==> src/rtl/serial_frame_tx_if.sv <==
// Word handshake and serial-line signals between an upstream source and serial_frame_tx.
interface serial_frame_tx_if #(
    parameter int DATA_W = 8
);
    logic              in_valid;
    logic [DATA_W-1:0] in_data;
    logic              in_ready;
    logic              tx;
    logic              busy;
    logic              done;

    modport master (output in_valid, in_data, input in_ready, tx, busy, done);
    modport slave  (input in_valid, in_data, output in_ready, tx, busy, done);
endinterface

==> src/rtl/serial_frame_tx.sv <==
// Serial frame transmitter: start bit, DATA_W data bits LSB first, optional odd parity, stop bit.
// Define SERIAL_TX_PARITY_EN to include the odd-parity bit between data and stop.
//
// state  | meaning
// IDLE   | line high, ready for a word
// START  | start bit (0)
// DATA   | data bits, LSB first
// PARITY | odd parity bit (only with SERIAL_TX_PARITY_EN)
// STOP   | stop bit (1)
module serial_frame_tx #(
    parameter int DATA_W     = 8,
    parameter int BIT_CYCLES = 1
) (
    input logic             clk,
    input logic             resetn,
    serial_frame_tx_if.slave bus
);
    localparam int CW = (BIT_CYCLES > 1) ? $clog2(BIT_CYCLES) : 1;
    localparam int BW = $clog2(DATA_W) + 1;

`ifdef SERIAL_TX_PARITY_EN
    typedef enum logic [2:0] {IDLE, START, DATA, PARITY, STOP} state_t;
`else
    typedef enum logic [1:0] {IDLE, START, DATA, STOP} state_t;
`endif

    state_t            state, state_nx;
    logic [CW-1:0]     cyc;
    logic [BW-1:0]     bit_cnt;
    logic [DATA_W-1:0] shreg;
    logic              done_q;
    logic              tx_c;
    logic              bit_end;
    logic              last_bit;
    logic              accept;
`ifdef SERIAL_TX_PARITY_EN
    logic              par;
`endif

    assign bit_end  = (cyc == CW'(BIT_CYCLES - 1));
    assign last_bit = (bit_cnt == BW'(DATA_W - 1));
    assign accept   = (state == IDLE) && bus.in_valid;

    always_ff @(posedge clk or negedge resetn) begin
        if (!resetn) state <= IDLE;
        else         state <= state_nx;
    end

    // tx is decoded from registered state only, so reset forces it high without waiting for an edge
    always_comb begin
        state_nx = state;
        tx_c     = 1'b1;
        case (state)
            IDLE: begin
                if (bus.in_valid) state_nx = START;
            end
            START: begin
                tx_c = 1'b0;
                if (bit_end) state_nx = DATA;
            end
            DATA: begin
                tx_c = shreg[0];
`ifdef SERIAL_TX_PARITY_EN
                if (bit_end && last_bit) state_nx = PARITY;
`else
                if (bit_end && last_bit) state_nx = STOP;
`endif
            end
`ifdef SERIAL_TX_PARITY_EN
            PARITY: begin
                tx_c = par;
                if (bit_end) state_nx = STOP;
            end
`endif
            STOP: begin
                if (bit_end) state_nx = IDLE;
            end
            default: state_nx = IDLE;
        endcase
    end

    always_ff @(posedge clk or negedge resetn) begin
        if (!resetn) begin
            cyc     <= '0;
            bit_cnt <= '0;
            shreg   <= '0;
            done_q  <= 1'b0;
`ifdef SERIAL_TX_PARITY_EN
            par     <= 1'b0;
`endif
        end else begin
            done_q <= (state == STOP) && bit_end;
            if (state == IDLE) begin
                cyc     <= '0;
                bit_cnt <= '0;
                if (accept) begin
                    shreg <= bus.in_data;
`ifdef SERIAL_TX_PARITY_EN
                    par   <= ~^bus.in_data;
`endif
                end
            end else begin
                cyc <= bit_end ? '0 : cyc + 1'b1;
                if ((state == DATA) && bit_end) begin
                    shreg   <= shreg >> 1;
                    bit_cnt <= last_bit ? '0 : bit_cnt + 1'b1;
                end
            end
        end
    end

    assign bus.tx       = tx_c;
    assign bus.in_ready = (state == IDLE);
    assign bus.busy     = (state != IDLE);
    assign bus.done     = done_q;
endmodule
==> src/flat_wrapper.sv <==
// flat-port wrapper written by rule: the top's interface ports become plain ports
module serial_frame_tx_flat 
#(
    parameter int DATA_W     = 8,
    parameter int BIT_CYCLES = 1
)
  (clk, resetn, bus_in_valid, bus_in_data, bus_in_ready, bus_tx, bus_busy, bus_done);
  serial_frame_tx_if #(.DATA_W(DATA_W)) bus_i ();
  input logic clk;
  input logic resetn;
  input wire logic [$bits(bus_i.in_valid)-1:0] bus_in_valid;
  input wire logic [$bits(bus_i.in_data)-1:0] bus_in_data;
  output wire logic [$bits(bus_i.in_ready)-1:0] bus_in_ready;
  output wire logic [$bits(bus_i.tx)-1:0] bus_tx;
  output wire logic [$bits(bus_i.busy)-1:0] bus_busy;
  output wire logic [$bits(bus_i.done)-1:0] bus_done;
  assign bus_i.in_valid = bus_in_valid;
  assign bus_i.in_data = bus_in_data;
  assign bus_in_ready = bus_i.in_ready;
  assign bus_tx = bus_i.tx;
  assign bus_busy = bus_i.busy;
  assign bus_done = bus_i.done;
  serial_frame_tx #(.DATA_W(DATA_W), .BIT_CYCLES(BIT_CYCLES)) u_core (.clk(clk), .resetn(resetn), .bus(bus_i));
endmodule
==> config.mk <==
export PLATFORM = sky130hd
export DESIGN_NAME = serial_frame_tx_flat
export DESIGN_NICKNAME = d
export VERILOG_FILES = /design/src/rtl/serial_frame_tx_if.sv /design/src/rtl/serial_frame_tx.sv /design/src/flat_wrapper.sv
export SDC_FILE = /design/constraint.sdc
export NUM_CORES = 1
export LEC_CHECK = 0
export CAP_MARGIN = 20
export CORE_MARGIN = 5
export CORE_UTILIZATION = 54
export CTS_CLUSTER_DIAMETER = 200
export CTS_CLUSTER_SIZE = 40
export DETAILED_ROUTE_END_ITERATION = 10
export PLACE_DENSITY = 0.89
export SKIP_CTS_REPAIR_TIMING = 1
export SYNTH_ARGS = -nofsm -noshare
export SYNTH_HDL_FRONTEND = slang
export SYNTH_SLANG_ARGS = --single-unit
==> constraint.sdc <==
create_clock -name clk -period 3.25 [get_ports clk]
set_clock_uncertainty 0.15 [all_clocks]
set_input_delay 0.65 -clock clk [delete_from_list [all_inputs] [get_ports clk]]
set_output_delay 0.65 -clock clk [all_outputs]
set_load 0.02 [all_outputs]
==> run_summary.xml <==
<?xml version="1.0" encoding="UTF-8"?>
<metrics>
  <group name="routing">
    <metric name="drt_wl_total" unit="mm">1.44</metric>
    <metric name="detailroute.via_count" unit="">588</metric>
    <metric name="via_per_inst" unit="">5.50</metric>
    <metric name="detail_route.wl_per_cell" unit="µm">13.4</metric>
    <metric name="route.antenna.remaining_nets" unit="">0</metric>
    <metric name="drt_pre_antenna_iters" unit="">4</metric>
    <metric name="dr.first_iter.drc_count" unit="">6</metric>
    <metric name="post-route-drc-count" unit="">0</metric>
  </group>
  <group name="yosys">
    <metric name="synth.yosys.seq_area_share" unit="">0.450</metric>
    <metric name="synth_area_leaders" unit="">dfrtp_1 45%, mux2i_1 11%, ha_1 7.5%, a211oi_1 6.3%, a21oi_1 5.4%</metric>
    <metric name="ys_ff_latch" unit="">15</metric>
    <metric name="synth.cell_area" unit="µm²">835</metric>
    <metric name="yosys.cell_types.count" unit="">25</metric>
    <metric name="synth_top_area_share" unit="">0.450</metric>
    <metric name="syn-mean-instance-area" unit="µm²">11.0</metric>
    <metric name="syn-num-nets" unit="">92</metric>
    <metric name="post_synth_inst_count" unit="">76</metric>
    <metric name="synth_async_sr_flop_share" unit="">1.00</metric>
    <metric name="netlist.top_cell.by_area" unit="">dfrtp_1</metric>
    <metric name="postSynth.topFlopCell" unit="">dfrtp_1</metric>
    <metric name="yosysWarnings" unit="">0</metric>
    <metric name="synth-edff-count" unit="">0</metric>
  </group>
  <group name="clock_network">
    <metric name="tritoncts" unit="">built</metric>
    <metric name="htreeDepth" unit="">1</metric>
    <metric name="cts_root_buffer" unit="">clkbuf_4</metric>
    <metric name="clockBufferDepth" unit="">2</metric>
    <metric name="clock_pin_slew_on_the_worst_setup_and_hold_paths" unit="ns">0.08</metric>
    <metric name="tritoncts_num_sinks" unit="">15</metric>
    <metric name="clk_latency" unit="ns">0.27</metric>
    <metric name="clock_buffer_count_from_cts" unit="">3</metric>
  </group>
  <group name="placed_design">
    <metric name="io_buffer_count" unit="">14</metric>
    <metric name="finalWeightedCongestion" unit="">0.741</metric>
    <metric name="dpl.hpwl" unit="mm">1.04</metric>
    <metric name="placedCellCount" unit="">103</metric>
    <metric name="place_worst_setup_slack" unit="ns">0.798</metric>
  </group>
  <group name="cells_and_area">
    <metric name="antennaDiodeCount" unit="">0</metric>
    <metric name="nets" unit="">108</metric>
    <metric name="n_fill_cell" unit="">117</metric>
    <metric name="areaGrowthSynthToFinish" unit="%">19.9</metric>
    <metric name="instances_no_fill" unit="">107</metric>
    <metric name="drive_above_1_share" unit="">0.0879</metric>
  </group>
  <group name="timing">
    <metric name="hold_fails_final_rpt" unit="">0</metric>
    <metric name="setup_tns_after_final_layout" unit="ns">0</metric>
    <metric name="final_worst_slack" unit="ns">0.498</metric>
    <metric name="remaining_max_slew_budget_at_the_tightest_pin" unit="">0.547</metric>
    <metric name="final.hold.worst_slack" unit="ns">0.351</metric>
    <metric name="timing.fmax" unit="GHz">0.363</metric>
    <metric name="period_minus_slack" unit="ns">2.75</metric>
    <metric name="maxSlewViolCount" unit="">0</metric>
    <metric name="setup_violations" unit="">0</metric>
    <metric name="period_share" unit="">0.847</metric>
    <metric name="worst_pin_slew" unit="ns">0.678</metric>
    <metric name="rsz0062_at_grt" unit="">no</metric>
  </group>
  <group name="run_status">
    <metric name="outcome" unit="">finished clean</metric>
  </group>
  <group name="worst_setup_path">
    <metric name="cp_max_fo" unit="">12</metric>
    <metric name="critPathMaxStageDelay" unit="ns">0.63</metric>
    <metric name="critical_path_required" unit="ns">2.45</metric>
    <metric name="cp.arrival" unit="ns">1.95</metric>
    <metric name="path_delay_family" unit="">buffers and inverters</metric>
    <metric name="critical_path_cell_count" unit="">5</metric>
    <metric name="critPathKind" unit="">flop to output port</metric>
    <metric name="worstSetupStartpointType" unit="">flop</metric>
    <metric name="rr_worst_depth" unit="">6</metric>
    <metric name="worstPathCellList" unit="">inv_1 &gt; ha_1 &gt; nand2_1 &gt; o21ai_0 &gt; clkdlybuf4s50_1</metric>
    <metric name="critical_path.n_buffers_inverters" unit="">2</metric>
    <metric name="crit_slowest_cell" unit="">clkdlybuf4s50_1</metric>
    <metric name="cp-end-kind" unit="">output port</metric>
  </group>
  <group name="power">
    <metric name="vdd.ir_drop.worst" unit="V">0.000497</metric>
    <metric name="p_per_area" unit="mW/mm²">958</metric>
    <metric name="power_leakage" unit="nW">0.447</metric>
    <metric name="totalPowerFinal" unit="W">0.000958</metric>
  </group>
  <group name="global_routing">
    <metric name="number_of_global_route_vias_before_repair" unit="">566</metric>
    <metric name="grt_overflow_total" unit="">0</metric>
    <metric name="pin_count_of_the_biggest_net_entering_global_routing" unit="">24</metric>
    <metric name="grt_first_pass_wirelength" unit="mm">2.61</metric>
    <metric name="number_of_antenna_violations_at_the_first_check_in_global_routing" unit="">0</metric>
    <metric name="gr-usage-all-layers" unit="">0.139</metric>
  </group>
  <group name="min_path">
    <metric name="worst_hold_path.num_cells" unit="">1</metric>
    <metric name="worst_hold_path_type" unit="">flop to flop</metric>
  </group>
  <group name="floorplan">
    <metric name="std_cell_rows" unit="">14</metric>
    <metric name="design.core.area" unit="mm²">0.00149</metric>
    <metric name="initial_core_util" unit="">0.561</metric>
    <metric name="floorplan.die_area" unit="mm²">0.00243</metric>
    <metric name="ios" unit="">15</metric>
    <metric name="die-width" unit="µm">49.3</metric>
    <metric name="die_height" unit="µm">49.3</metric>
  </group>
  <group name="run">
    <metric name="cap_viol_max_count" unit="">0</metric>
  </group>
</metrics>
-- Yosys cell counts (2+ instances only) --
cell type / instances
ha_1: 5
and2b_1: 3
a211oi_1: 7
nand2_1: 3
nand3b_1: 2
buf_4: 2
nor2b_1: 4
inv_1: 2
a21oi_1: 9
dfrtp_1: 15
mux2i_1: 9
nor2_1: 2
-- sequential cells by signal, indices dropped and copies added (netlist names) --
signal and count:
u_core.state 2, u_core.shreg 8, u_core.bit_cnt 4, u_core.bus.done 1
-- stage by stage --
stage | util | area (µm²)
2_1_floorplan | - | 835
3_3_place_gp | 0.655 | 975
3_5_place_dp | 0.655 | 975
4_1_cts | 0.672 | 1000
5_1_grt | 0.672 | 1000
6_report | 0.672 | 1000
-- where the power goes --
part	internal, W	switching, W
Combinational	0.000258	0.000264
Clock	0.0000475	0.0000544
Sequential	0.000272	0.0000623
-- final cells by class --
cell class | instances | area [µm²] | area share
multi-input combinational | 53 | 413 | 0.413
sequential | 15 | 375 | 0.375
timing repair buffer | 16 | 155 | 0.155
clock buffer | 4 | 26.3 | 0.0263
tap | 16 | 20.0 | 0.0200
inverter | 3 | 11.3 | 0.0113
-- path summary, 6_finish.rpt --
path                                                 end  slack, ns                        start
min in group asynchronous    u_core.state[1]$_DFFE_PN0P_       0.63                       resetn
hold reg to reg              u_core.shreg[7]$_DFFE_PN0P_       0.35  u_core.shreg[7]$_DFFE_PN0P_
max in group asynchronous    u_core.shreg[4]$_DFFE_PN0P_       1.89                       resetn
setup reg to reg           u_core.bit_cnt[3]$_DFFE_PN0P_       1.30  u_core.state[0]$_DFFE_PN0P_
setup / recovery                                  bus_tx       0.50  u_core.state[0]$_DFFE_PN0P_
hold / removal               u_core.shreg[7]$_DFFE_PN0P_       0.35  u_core.shreg[7]$_DFFE_PN0P_
-- per-layer routing --
layer | vias up | wire [µm] | GRT usage | share of wire
li1 | 300 | - | - | -
met1 | 273 | 649 | 0.199 | 0.45
met2 | 13 | 691 | 0.185 | 0.48
met3 | 2 | 86 | 0.0459 | 0.060
met4 | 0 | 9 | 0.0628 | 0.0063
met5 | - | 0 | 0 | 0
-- kinds of logic (layout without fill, tap and decap cells) --
| group | Yosys count | in the layout | synth area share |
|---|---|---|---|
| xor gates and xnor gates | 1 | 1 | 0.0105 |
| adders and majority gates | 5 | 5 | 0.0750 |
| and+or+nand+nor | 17 | 17 | 0.120 |
| muxes | 10 | 10 | 0.126 |
| DFF | 15 | 15 | 0.450 |
| AOI/OAI and AO/OA | 20 | 20 | 0.163 |
| buffers and inverters | 8 | 23 | 0.0555 |
-- layout by cell type (no fill, tap or decap) --
cell | Yosys | layout
a211oi_1 | 7 | 7
inv_1 | 2 | 2
xor2_1 | 1 | 1
and2b_1 | 3 | 3
inv_2 | 1 | 1
a2bb2oi_2 | 1 | 1
dfrtp_1 | 15 | 15
mux2_4 | 1 | 1
buf_4 | 2 | 2
nor2b_1 | 4 | 4
nand3b_1 | 2 | 2
clkbuf_4 | 0 | 3
o21ai_0 | 1 | 1
a21oi_1 | 9 | 9
clkdlybuf4s50_1 | 0 | 14
mux2i_1 | 9 | 9
a32o_1 | 1 | 1
nand2_1 | 3 | 3
clkbuf_1 | 1 | 1
or3_1 | 1 | 1
ha_1 | 5 | 5
nand4_1 | 1 | 1
o22a_1 | 1 | 1
nand2b_1 | 1 | 1
nor2_1 | 2 | 2
-- worst reg2reg max path: cells and delay by family (launching register included) --
kind | cells | cell delay (ns)
AO/OA/AOI/OAI | 1 | 0.13
buffers and inverters | 2 | 0.36
flip-flops | 1 | 0.42
adder cells (fa/ha/maj) | 1 | 0.38
AND/OR/NAND/NOR | 2 | 0.44
(Power assumes the default switching activity.)
